===== src/rtl/mul32_seq_pkg.sv =====
// mul32_seq_pkg: shared constants and the FSM state type for the iterative
// multiplier. WIDTH is the operand width (product is 2*WIDTH). CNT_W is the
// iteration counter width and must hold WIDTH. Only WIDTH=32 is usable while
// the accumulate step goes through cla_32.
package mul32_seq_pkg;

  localparam int WIDTH = 32;
  localparam int CNT_W = 6;
  localparam int PW    = 2 * WIDTH;

  typedef enum logic [1:0] {
    S_IDLE = 2'd0,
    S_CALC = 2'd1,
    S_FIX  = 2'd2,
    S_DONE = 2'd3
  } state_t;

endpackage


===== src/rtl/mul32_seq_if.sv =====
// mul32_seq_if: operand/product handshake bundle for mul32_seq.
//   in_valid/in_ready  : operand handshake (a, b, op_signed qualified by in_valid)
//   out_valid/out_ready: product handshake (product held while out_valid)
//   busy               : multiplier is iterating or applying the sign fix
// master = requester (drives operands, consumes product)
// slave  = the multiplier
interface mul32_seq_if;
  import mul32_seq_pkg::*;

  logic             in_valid;
  logic             in_ready;
  logic [WIDTH-1:0] a;
  logic [WIDTH-1:0] b;
  logic             op_signed;
  logic             out_valid;
  logic             out_ready;
  logic [PW-1:0]    product;
  logic             busy;

  modport master (
    output in_valid, a, b, op_signed, out_ready,
    input  in_ready, out_valid, product, busy
  );

  modport slave (
    input  in_valid, a, b, op_signed, out_ready,
    output in_ready, out_valid, product, busy
  );

endinterface


===== src/rtl/cla_32.sv =====
// cla_32: 32-bit two-level carry-lookahead adder.
//   a, b : addends
//   cin  : carry in
//   s    : sum
//   cout : carry out
// Eight 4-bit lookahead groups; group generate/propagate feed a second-level
// carry computation. Every in-group carry is expressed directly in terms of
// the group carry-in so no carry bit depends on another bit of its own vector.
module cla_32 (
  input  logic [31:0] a,
  input  logic [31:0] b,
  input  logic        cin,
  output logic [31:0] s,
  output logic        cout
);

  logic [7:0] grp_g;
  logic [7:0] grp_p;
  logic [8:0] gc;

  always_comb begin
    gc[0] = cin;
    for (int i = 0; i < 8; i++) begin
      gc[i+1] = grp_g[i] | (grp_p[i] & gc[i]);
    end
  end

  genvar gi;
  generate
    for (gi = 0; gi < 8; gi++) begin : g_grp
      localparam int B = gi * 4;
      logic [3:0] gg;
      logic [3:0] pp;
      logic [3:0] cc;

      assign gg = a[B+:4] & b[B+:4];
      assign pp = a[B+:4] ^ b[B+:4];

      assign cc[0] = gc[gi];
      assign cc[1] = gg[0] | (pp[0] & gc[gi]);
      assign cc[2] = gg[1] | (pp[1] & gg[0]) | (pp[1] & pp[0] & gc[gi]);
      assign cc[3] = gg[2] | (pp[2] & gg[1]) | (pp[2] & pp[1] & gg[0])
                   | (pp[2] & pp[1] & pp[0] & gc[gi]);

      assign grp_g[gi] = gg[3] | (pp[3] & gg[2]) | (pp[3] & pp[2] & gg[1])
                       | (pp[3] & pp[2] & pp[1] & gg[0]);
      assign grp_p[gi] = &pp;

      assign s[B+:4] = pp ^ cc;
    end
  endgenerate

  assign cout = gc[8];

endmodule


===== src/rtl/mul32_seq.sv =====
// mul32_seq: iterative radix-2 shift-and-add multiplier, signed or unsigned.
//   clk  : rising-edge clock
//   rst  : synchronous active-high reset (aborts any in-flight operation)
//   bus  : mul32_seq_if.slave -- in_valid/in_ready, a, b, op_signed,
//          out_valid/out_ready, product (2*WIDTH), busy
// Flow: IDLE accepts operands and stores their magnitudes; CALC does one
// conditional add-and-shift per clock for WIDTH clocks; FIX applies the
// result sign once; DONE holds the product until out_ready.
// Accept in cycle 0 -> busy in cycles 1..WIDTH+1 -> out_valid in cycle WIDTH+2.
module mul32_seq
  import mul32_seq_pkg::*;
(
  input  logic       clk,
  input  logic       rst,
  mul32_seq_if.slave bus
);

  state_t           state_reg;
  logic [WIDTH-1:0] acc_hi_reg;
  logic [WIDTH-1:0] acc_lo_reg;
  logic [WIDTH-1:0] mag_a_reg;
  logic [CNT_W-1:0] cnt_reg;
  logic             neg_reg;
  logic [PW-1:0]    product_reg;
  logic             in_ready_reg;
  logic             out_valid_reg;
  logic             busy_reg;

  logic [WIDTH-1:0] mag_a_next;
  logic [WIDTH-1:0] mag_b_next;
  logic [WIDTH-1:0] addend;
  logic [WIDTH-1:0] sum;
  logic             carry;
  logic [PW-1:0]    acc_next;
  logic [PW-1:0]    product_next;

  // Magnitudes: a negative signed operand is stored two's-complemented.
  // 0x80000000 maps onto itself, which is the correct unsigned magnitude.
  assign mag_a_next = (bus.op_signed && bus.a[WIDTH-1]) ? (~bus.a + WIDTH'(1)) : bus.a;
  assign mag_b_next = (bus.op_signed && bus.b[WIDTH-1]) ? (~bus.b + WIDTH'(1)) : bus.b;

  // Multiplier bit currently in acc_lo[0] selects whether |a| is added.
  assign addend = acc_lo_reg[0] ? mag_a_reg : '0;

  cla_32 u_add (
    .a    (acc_hi_reg),
    .b    (addend),
    .cin  (1'b0),
    .s    (sum),
    .cout (carry)
  );

  // Right shift of the whole accumulator, with the adder carry entering the top.
  assign acc_next = {carry, sum, acc_lo_reg[WIDTH-1:1]};

  assign product_next = neg_reg ? (~{acc_hi_reg, acc_lo_reg} + PW'(1))
                                : {acc_hi_reg, acc_lo_reg};

  always_ff @(posedge clk) begin
    if (rst) begin
      state_reg     <= S_IDLE;
      acc_hi_reg    <= '0;
      acc_lo_reg    <= '0;
      mag_a_reg     <= '0;
      cnt_reg       <= '0;
      neg_reg       <= 1'b0;
      product_reg   <= '0;
      in_ready_reg  <= 1'b1;
      out_valid_reg <= 1'b0;
      busy_reg      <= 1'b0;
    end else begin
      case (state_reg)
        S_IDLE: begin
          if (bus.in_valid) begin
            mag_a_reg    <= mag_a_next;
            acc_hi_reg   <= '0;
            acc_lo_reg   <= mag_b_next;
            cnt_reg      <= '0;
            neg_reg      <= bus.op_signed & (bus.a[WIDTH-1] ^ bus.b[WIDTH-1]);
            state_reg    <= S_CALC;
            in_ready_reg <= 1'b0;
            busy_reg     <= 1'b1;
          end
        end
        S_CALC: begin
          {acc_hi_reg, acc_lo_reg} <= acc_next;
          cnt_reg <= cnt_reg + CNT_W'(1);
          if (cnt_reg == CNT_W'(WIDTH - 1)) begin
            state_reg <= S_FIX;
          end
        end
        S_FIX: begin
          product_reg   <= product_next;
          state_reg     <= S_DONE;
          busy_reg      <= 1'b0;
          out_valid_reg <= 1'b1;
        end
        S_DONE: begin
          if (bus.out_ready) begin
            state_reg     <= S_IDLE;
            out_valid_reg <= 1'b0;
            in_ready_reg  <= 1'b1;
          end
        end
        default: begin
          state_reg <= S_IDLE;
        end
      endcase
    end
  end

  assign bus.in_ready  = in_ready_reg;
  assign bus.out_valid = out_valid_reg;
  assign bus.busy      = busy_reg;
  assign bus.product   = product_reg;

endmodule

===== src/flat_wrapper.sv =====
// flat-port wrapper written by rule: the top's interface ports become plain ports
module mul32_seq_flat import mul32_seq_pkg::*;
  (clk, rst, bus_in_valid, bus_a, bus_b, bus_op_signed, bus_out_ready, bus_in_ready, bus_out_valid, bus_product, bus_busy);
  mul32_seq_if bus_i ();
  input  logic clk;
  input  logic rst;
  input wire logic [$bits(bus_i.in_valid)-1:0] bus_in_valid;
  input wire logic [$bits(bus_i.a)-1:0] bus_a;
  input wire logic [$bits(bus_i.b)-1:0] bus_b;
  input wire logic [$bits(bus_i.op_signed)-1:0] bus_op_signed;
  input wire logic [$bits(bus_i.out_ready)-1:0] bus_out_ready;
  output wire logic [$bits(bus_i.in_ready)-1:0] bus_in_ready;
  output wire logic [$bits(bus_i.out_valid)-1:0] bus_out_valid;
  output wire logic [$bits(bus_i.product)-1:0] bus_product;
  output wire logic [$bits(bus_i.busy)-1:0] bus_busy;
  assign bus_i.in_valid = bus_in_valid;
  assign bus_i.a = bus_a;
  assign bus_i.b = bus_b;
  assign bus_i.op_signed = bus_op_signed;
  assign bus_i.out_ready = bus_out_ready;
  assign bus_in_ready = bus_i.in_ready;
  assign bus_out_valid = bus_i.out_valid;
  assign bus_product = bus_i.product;
  assign bus_busy = bus_i.busy;
  mul32_seq u_core (.clk(clk), .rst(rst), .bus(bus_i));
endmodule

===== config.mk =====
export PLATFORM = sky130hd
export DESIGN_NAME = mul32_seq_flat
export DESIGN_NICKNAME = d
export VERILOG_FILES = /design/src/rtl/mul32_seq_pkg.sv /design/src/rtl/mul32_seq_if.sv /design/src/rtl/cla_32.sv /design/src/rtl/mul32_seq.sv /design/src/flat_wrapper.sv
export SDC_FILE = /design/constraint.sdc
export NUM_CORES = 1
export LEC_CHECK = 0
export BUFFER_PORTS_ARGS = -buffer_cell sky130_fd_sc_hd__buf_2
export CAP_MARGIN = 20
export CORE_MARGIN = 8
export CORE_UTILIZATION = 29
export CTS_BUF_LIST = sky130_fd_sc_hd__clkbuf_4
export CTS_CLUSTER_SIZE = 20
export DETAILED_ROUTE_END_ITERATION = 10
export GPL_ROUTABILITY_DRIVEN = 0
export PLACE_DENSITY = 0.46
export SKIP_CTS_REPAIR_TIMING = 1
export SLEW_MARGIN = 20
export SYNTH_ARGS = -nofsm -noshare
export SYNTH_HDL_FRONTEND = slang
export SYNTH_SLANG_ARGS = --single-unit

===== constraint.sdc =====
create_clock -name clk -period 8.35 [get_ports clk]
set_clock_uncertainty 0.05 [all_clocks]
set_input_delay 1.2525 -clock clk [delete_from_list [all_inputs] [get_ports clk]]
set_output_delay 1.2525 -clock clk [all_outputs]
set_load 0.01 [all_outputs]

# Word-level counts from Yosys, hierarchy flattened
# Index checks and enable logic that the tools add are counted.
# totals
input_bits,69
reg_bits,172
ram_bits,0
word_cells,281
mem_count,0
romBits,0
latchBits,0
# op_classes
bitwise,219
add_sub_neg,4
div,0
magnitude_cmp,0
reduce_logical,20
eq_ne,7
mux,21
shifts,0
n_mul,0
# op_table
op,n
$mux 32,5
$pmux 32 s2,2
$and 1x1->1,115
$or 1x1->1,76
$add 32x1->32 const B,2
$add 64x1->64 const B,1
$mux 64,1
$not 32->32,2
$not 64->64,1
$xor 4x4->4,16
$and 4x4->4,8
$reduce_and 4->1,7
$pmux 6 s2,1
$pmux 2 s4,1
$reduce_and 2->1,4
$reduce_bool 2->1,4
$add 6x1->6 const B,1
$eq 6x5->1 const B,1
$mux 2,3
$mux 6,1
$pmux 1 s2,3
$reduce_and 3->1,2
$eq 2x2->1 const B,2
$mux 1,4
other kinds (6),8

# Depth between registers and ports, before layout
# Gate-level depths: netlist of the first run.
# depth
word_depth,22
mapped_depth,16

# By module
# A second synthesis of the first run with hierarchy kept.
# hier_totals
hier_cells,1281
area_unflattened_um2,10525.1
# by_module_without_submodules
module,cells_per_inst,instances,area_each_um2
mul32_seq,1131,1,9247.6
cla_32,150,1,1277.5

# Worst setup path before layout of the first run
# Ideal clock, no wire load.
# synth_path
path_kind,input to register
from,input port bus_a[12]
to,register u_core.mag_a_reg[30]
slack_ns,4.731
setup_time_ns,0.117
stages,7
arrival_time_ns,3.452
n_path_buf,0
required_ns,8.183
path_cell_list,or4_1 > or3_1 > or3_1 > or3_4 > o41ai_2 > xnor2_1 > a22o_1
# synth_between
elab_chain_cells,3
# synth_rtl
element,line_no,text
start: declaration,flat_wrapper.sv:8,input wire logic [$bits(bus_i.a)-1:0] bus_a;
$not 32->32,mul32_seq.sv:39,assign mag_a_next = (bus.op_signed && bus.a[WIDTH-1]) ? (~bus.a + WIDTH'(1)) : bus.a;
$add 32x1->32,mul32_seq.sv:39,
$mux 32,mul32_seq.sv:39,
end signal: assignment,mul32_seq.sv:75,mag_a_reg <= mag_a_next;
end: declaration,mul32_seq.sv:21,logic [WIDTH-1:0] mag_a_reg;
# No other way between the ends.
# A chain may end at the register's enable or synchronous reset.

# Final worst setup path of the first run
# layout_path
from,register u_core.acc_lo_reg[0]
to,register u_core.acc_hi_reg[28]
# layout_between
elab_chain_cells,22
word_cells_on_any_way,95
cone_classes,2 x mux; 87 x bitwise; 6 x reduce/logical
# layout_rtl
element,line_no,text
start: declaration,mul32_seq.sv:20,logic [WIDTH-1:0] acc_lo_reg;
start signal: assignment,mul32_seq.sv:77,acc_lo_reg <= mag_b_next;
start signal: assignment,mul32_seq.sv:86,"{acc_hi_reg, acc_lo_reg} <= acc_next;"
$mux 32 (*),mul32_seq.sv:43,assign addend = acc_lo_reg[0] ? mag_a_reg : '0;
$xor 4x4->4 / $and 4x4->4 (equally long branches),"cla_32.sv:37, cla_32.sv:36",
$and 1x1->1 (on tied branches),"cla_32.sv:45, cla_32.sv:46",
"$or 1x1->1, or another cell as far along",cla_32.sv:45,assign grp_g[gi] = gg[3] | (pp[3] & gg[2]) | (pp[3] & pp[2] & gg[1])
$or 1x1->1 / $and 1x1->1 (equally long branches),"cla_32.sv:45, cla_32.sv:46",
$or 1x1->1,cla_32.sv:46,| (pp[3] & pp[2] & pp[1] & gg[0]);
$and 1x1->1,cla_32.sv:24,gc[i+1] = grp_g[i] | (grp_p[i] & gc[i]);
$or 1x1->1,cla_32.sv:24,
(+6 left out),-,
$and 1x1->1,cla_32.sv:24,
$or 1x1->1,cla_32.sv:24,
$and 1x1->1,cla_32.sv:24,
$or 1x1->1,cla_32.sv:24,
$and 1x1->1,cla_32.sv:40,assign cc[1] = gg[0] | (pp[0] & gc[gi]);
$or 1x1->1,cla_32.sv:40,
$xor 4x4->4 (*),cla_32.sv:49,assign s[B+:4] = pp ^ cc;
$pmux 32 s2 (*),mul32_seq.sv:72,case (state_reg)
end signal: assignment,mul32_seq.sv:86,
end: declaration,mul32_seq.sv:19,logic [WIDTH-1:0] acc_hi_reg;
# Every way passes the cells marked *; elsewhere a longest branch is shown, timed or not.

==> impl_metrics.toml, run 1 <==
[outcome]
outcome = "finished, final reports clean"

[global_routing]
grt_usage = 0.1452
grt_start_max_net_pins = 81
grt_pass1_vias = 8618
grt_remaining_overflow = 0
grt_pass1_wl_um = 48730
antenna_found_initial = 1

[clocking]
clk_latency_ns = 0.58
htreeDepth = 4
cts_sinks = 172
clk_pin_slew_ns = 0.14
cts_tree = "done"
clockBufferDepth = 2
cts_buffers = 17
cts.root.buffer_cell = "clkbuf_4"

[power_and_ir_drop]
netSwitchingPower_mw = 1.352
swShare = 0.4394
clkPwrFrac = 0.167
internal_power_mw = 1.725
peakVddDrop_v = 0.0001353
power.density_nw_per_um2 = 266.0
p_comb_frac = 0.446
power_frac_seq = 0.388
p_leak_nw = 4.672

[drt]
num_vias = 8957
drt_iter0_drc = 504
drcViolationCount = 0
wirelength_um = 30740
drtPass1Iterations = 5
wl_per_cell_um = 17.08
vias_per_cell = 4.976
ant_nets = 0

[sta]
finalSetupTns_ns = 0
rsz0062_at_grt = "no"
drv_slew = 0
slew_headroom = 0.3134
post-route-min-period_ns = 3.612
worst-slew-pin-transition_ns = 1.026
hold_viol = 0
period_share = 0.4326
setup_violations = 0
fmax_mhz = 276.9
setup_slack_ns = 4.738

[synthesis]
synth_seq_cells = 172
syn_nets = 1361
synthXorXnorAreaFrac = 0.1217
avgSynthCellArea_um2 = 8.215
synth_top_family_by_area = "compound AO/OA/AOI/OAI gates"
synth-simple-area-share = 0.2048
synthArstFlopShare = 0
synthesis.area_um2 = 10220
synth_top_area_frac = 0.3369
yosys_warnings = 0
seq_area_frac_synth = 0.3369
netlist_instances = 1244
synth_compound_area_frac = 0.2216
yosys-mux-area-fraction = 0.01690
yosysTopAreaCell = "dfxtp_1"
synth_cell_types = 57
synth-adder-area-share = 0.06464
synth_edf_count = 0
synth_area_leaders = "dfxtp_1 (34%), xor2_1 (8.5%), nor2_1 (5.1%), ha_1 (4.9%), nand2_1 (4.3%)"
synth_ff_type = "dfxtp_1"

[worst_setup_path]
crit_chain = "buf_4, and2_1, ha_1, a41o_1, a21oi_1, nor3_1, nor3_1, inv_1, a21oi_1, nand2_1, a21o_1, fa_1, xor2_1, a22oi_1, nor2_1"
critPathArrivalTime_ns = 4.01
worstSetupEndpointType = "flip-flop"
critPathKind = "flip-flop to flip-flop"
crit_family = "compound AO/OA/AOI/OAI gates"
worstPathRequired_ns = 8.75
path_buf_inv = 2
crit_fanout = 37
startpoint_type = "flip-flop"
cp_slowest_cell = "a21oi_1"
slowest_delay_ns = 0.43

[cells_and_area]
nFillCells = 3719
drive_above_1_share = 0.1458
final_cell_mix = "dfxtp_1 (171), nor2_1 (140), buf_2 (134), nand2_1 (116), xor2_1 (99)"
area_delta_synth_final_pct = 13.21
stdcell_area_um2 = 11570
final_util = 0.3341
nets = 1451
final_cells = 1800
layout_commonest_cell = "dfxtp_1"
largest_reg_flops = 64

[placed_design]
hpwl_um = 23370
port_buffers = 135
dp_cells = 1770
placed_area_um2 = 11280
place_ws_ns = 4.437

[die]
ios = 136
rows = 68
dieArea_um2 = 41500
fp.dieH_um = 203.7
start_util = 0.2951
die_w_um = 203.7
core-area_um2 = 34630

[hold_path]
hold_path.class = "flip-flop to flip-flop"

[run]
cap_violations = 0
## cells by family after synthesis
kind of cell | count (synthesis)
XOR/XNOR | 142
flip-flops | 172
buffers and inverters | 91
AO/OA/AOI/OAI | 341
adder cells (fa/ha/maj) | 48
AND/OR/NAND/NOR | 433
multiplexers | 17
## per-layer routing
layer  vias up  part of all wire  global-route usage  wire, µm
met2       159              0.41              0.2142     12730
met1      4123              0.54              0.2136     16560
met3        21             0.036             0.02650      1093
met5         -                 0                   0         0
li1       4654                 -                   -         -
met4         0             0.012             0.03574       360
## final timing paths
path	startpoint	to	slack, ns	cells after the start
worst min-delay path	u_core.bus.product[48]$_SDFFE_PP0P_	u_core.bus.product[48]$_SDFFE_PP0P_	0.41	2
worst max-delay path	u_core.acc_lo_reg[0]$_SDFFE_PP0P_	u_core.acc_hi_reg[28]$_SDFFE_PP0P_	4.74	15
worst max register to register	u_core.acc_lo_reg[0]$_SDFFE_PP0P_	u_core.acc_hi_reg[28]$_SDFFE_PP0P_	4.74	15
worst min register to register	u_core.bus.product[48]$_SDFFE_PP0P_	u_core.bus.product[48]$_SDFFE_PP0P_	0.41	2
## stage by stage
| stage | hold slack, ns | power (mW) |
|---|---|---|
| after CTS | 0.4222 | 3.127 |
| final | 0.4127 | 3.077 |
| after detailed placement | 0.3883 | 2.604 |
| after global routing | 0.4281 | 3.334 |
| after floorplan | 0.3773 | 2.146 |
| after global placement | 0.3810 | 2.591 |
## area by class of cell
cell class | count | area [µm²] | area share
multi-input combinational | 981 | 6457 | 0.5581
inverter | 17 | 63.81 | 0.005515
clock inverter | 8 | 121.4 | 0.01049
antenna | 1 | 2.502 | 0.0002163
clock buffer | 21 | 157.7 | 0.01363
sequential | 172 | 3445 | 0.2977
timing repair buffer | 145 | 753.2 | 0.06510
tap | 455 | 569.3 | 0.04921
## cell usage after synthesis (all sizes together), types with 29 or more instances
| master | n |
|---|---|
| a21oi | 68 |
| o31ai | 29 |
| clkbuf | 68 |
| xnor2 | 43 |
| dfxtp | 172 |
| ha | 40 |
| nand2 | 116 |
| nor2 | 140 |
| xor2 | 99 |
| and2 | 38 |
| a211oi | 57 |
| o21ai | 77 |
## power by group through the flow
stage                     logic [mW]  clock network, mW  registers (mW)
after floorplan                0.950                  0            1.20
after global placement          1.38                  0            1.21
after detailed placement        1.39                  0            1.21
after CTS                       1.40              0.540            1.19
after global routing            1.54              0.570            1.22
final                           1.37              0.513            1.19
## tightest hold or removal path, stage by stage (launching register included)
cell	delay, ns
dfxtp_1	0.33
nand2_1	0.05
o21ai_1	0.05
Power figures use the tool's default switching activity.
==> inputs of run 2 (changes only) <==
--- a/config.mk
+++ b/config.mk
@@ -13,7 +13,7 @@
 export CTS_CLUSTER_SIZE = 20
 export DETAILED_ROUTE_END_ITERATION = 10
 export GPL_ROUTABILITY_DRIVEN = 0
-export PLACE_DENSITY = 0.46
+export PLACE_DENSITY = 0.47
 export SKIP_CTS_REPAIR_TIMING = 1
 export SLEW_MARGIN = 20
 export SYNTH_ARGS = -nofsm -noshare
==> constraint.sdc (replaced) <==
create_clock -name clk -period 3.22 [get_ports clk]
set_clock_uncertainty 0.05 [all_clocks]
set_input_delay 0.483 -clock clk [delete_from_list [all_inputs] [get_ports clk]]
set_output_delay 0.483 -clock clk [all_outputs]
set_load 0.01 [all_outputs]
==> run 2 against run 1 <==
Setup slack lost 4.6 ns. Non-clock buffer count grew 79. First-iteration DRC count shrank 9.7%. Fmax grew 15%. Power grew to 2.7 times the previous value. Final area grew 6.1%. Wire length grew 2.9%. Via count grew 3.6%. Clock power grew to 2.5 times the previous value. Utilization grew 2.0 points. Worst hold slack lost 0.31 ns. Combinational power grew to 2.8 times the previous value.
==> impl_metrics.toml, run 2 (synthesis gave the netlist of run 1 again) <==
[outcome]
outcome = "finished, final reports clean"

[global_routing]
use_met2 = 0.2223
grt_start_max_net_pins = 66
grt_usage = 0.1500
use_met1 = 0.2198
grt_use_met3 = 0.02793
grt_remaining_overflow = 0
grt_pass1_vias = 8994
gr-max-usage-layer = "met2"
antenna_found_initial = 3
grt_pass1_wl_um = 50350

[drt]
drcViolationCount = 0
drtPass1Iterations = 7
wl_per_cell_um = 16.80
ant_nets = 0
wirelength_um = 31640
drt_iter0_drc = 455
num_vias = 9279
vias_per_cell = 4.928

[sta]
finalSetupTns_ns = 0
holdWs_ns = 0.09940
drv_slew = 0
hold_viol = 0
setup_violations = 0
fmax_mhz = 319.6
post-route-min-period_ns = 3.129
slew_headroom = 0.4067
worst-slew-pin-transition_ns = 0.8867
period_share = 0.9717

[die]
dieArea_um2 = 41500
die_w_um = 203.7
core-area_um2 = 34630
rows = 68
fp.dieH_um = 203.7
start_util = 0.2951
ios = 136

[cells_and_area]
stdcell_area_um2 = 12270
nets = 1530
layout_commonest_cell = "dfxtp_1"
area_delta_synth_final_pct = 20.09
final_cell_mix = "dfxtp_1 (170), nor2_1 (140), buf_2 (134), nand2_1 (116), xor2_1 (99)"
drive_above_1_share = 0.2027
largest_reg_flops = 64

[clocking]
clockBufferDepth = 2
clk_pin_slew_ns = 0.17
clk_latency_ns = 0.60
cts_tree = "done"
cts_buffers = 17
cts.root.buffer_cell = "clkbuf_4"
htreeDepth = 4
cts_sinks = 172

[worst_setup_path]
rr_worst_depth = 12
critPathKind = "flip-flop to flip-flop"
slowest_delay_ns = 0.47
reg2reg_from = "u_core.acc_lo_reg[0]$_SDFFE_PP0P_"
r2r_setup_slack_ns = 0.09
crit_chain = "buf_4, and2_1, ha_1, nand4_1, nand2b_1, nor3_1, o31ai_1, buf_4, o21ai_1, fa_1, a22oi_1, nor2_1"
r2r_end = "u_core.acc_hi_reg[23]$_SDFFE_PP0P_"
worstSetupEndpointType = "flip-flop"
crit_fanout = 11
critPathArrivalTime_ns = 3.52
cpMostUsedCell = "buf_4"
cp_slowest_cell = "fa_1"
worstPathRequired_ns = 3.61
startpoint_type = "flip-flop"

[run]
cap_violations = 0

[hold_path]
hp-start = "bus_a[0]"
hold_depth = 3
hold_path.class = "primary input to flip-flop"
hold_end = "u_core.mag_a_reg[0]$_SDFFE_PP0P_"

[power_and_ir_drop]
peakVddDrop_v = 0.0003337
power.density_nw_per_um2 = 671.4
p_leak_nw = 5.084

[placed_design]
placed_area_um2 = 11890
port_buffers = 135
hpwl_um = 24820
==> run 2: cell count changes in the layout (fill, tap and decap cells not counted), moves of 3 or more <==
| cell | before | now |
|---|---|---|
| clkinv_4 | 0 | 3 |
| clkbuf_4 | 21 | 18 |
| buf_4 | 11 | 87 |
| ha_4 | 1 | 6 |
| ha_1 | 39 | 34 |
==> run 2: metrics by stage <==
| step | util | cells | setup slack (ns) | power, mW |
|---|---|---|---|---|
| after floorplan | - | 1244 | 0.003479 | 5.564 |
| after global placement | 0.3434 | 1848 | -0.05520 | 6.994 |
| after detailed placement | 0.3434 | 1848 | -0.09175 | 7.036 |
| after CTS | 0.3515 | 1880 | -0.1493 | 8.356 |
| after global routing | 0.3544 | 1883 | -0.007228 | 8.923 |
| final | 0.3544 | 1883 | 0.09101 | 8.240 |
==> run 2: final cells by class <==
class | instances | area, µm²
inverters | 17 | 63.81
well taps | 455 | 569.3
clock buffers | 18 | 135.1
diodes | 2 | 5.005
clock inverters | 14 | 145.1
fillers | 3642 | 22360
repair buffers | 224 | 1369
flip-flops and latches | 172 | 3448
multi-input cells | 981 | 6538
==> run 2: worst max path at each step <==
stage	startpoint	endpoint	slack (ns)
finish	u_core.acc_lo_reg[0]$_SDFFE_PP0P_	u_core.acc_hi_reg[23]$_SDFFE_PP0P_	0.09
CTS	u_core.acc_lo_reg[0]$_SDFFE_PP0P_	u_core.acc_hi_reg[28]$_SDFFE_PP0P_	-0.15
global route	u_core.acc_lo_reg[0]$_SDFFE_PP0P_	u_core.acc_hi_reg[23]$_SDFFE_PP0P_	-0.007
floorplan	u_core.acc_lo_reg[0]$_SDFFE_PP0P_	u_core.acc_hi_reg[28]$_SDFFE_PP0P_	0.003
detailed placement	u_core.acc_lo_reg[0]$_SDFFE_PP0P_	u_core.acc_hi_reg[28]$_SDFFE_PP0P_	-0.09
global placement	u_core.acc_lo_reg[0]$_SDFFE_PP0P_	u_core.acc_hi_reg[28]$_SDFFE_PP0P_	-0.06
==> run 2: metal layers <==
metal / part of all wire / up-vias
li1: - / 4804
met1: 0.52 / 4275
met2: 0.42 / 178
met3: 0.045 / 20
met4: 0.010 / 2
met5: 0.00041 / -
==> run 2: critical path: cells and delay by family, from the launching register on <==
kind,cells,cell delay (ns)
AO/OA/AOI/OAI,3,0.58
adder cells (fa/ha/maj),2,0.80
buffers and inverters,2,0.31
AND/OR/NAND/NOR,5,0.82
flip-flops,1,0.40
==> run 2: where the power goes <==
| part | internal, mW | switching [mW] | total (mW) |
|---|---|---|---|
| sequential | 2.64 | 0.438 | 3.08 |
| combinational | 1.51 | 2.36 | 3.87 |
| clock | 0.470 | 0.827 | 1.30 |
| total | 4.62 | 3.62 | 8.24 |
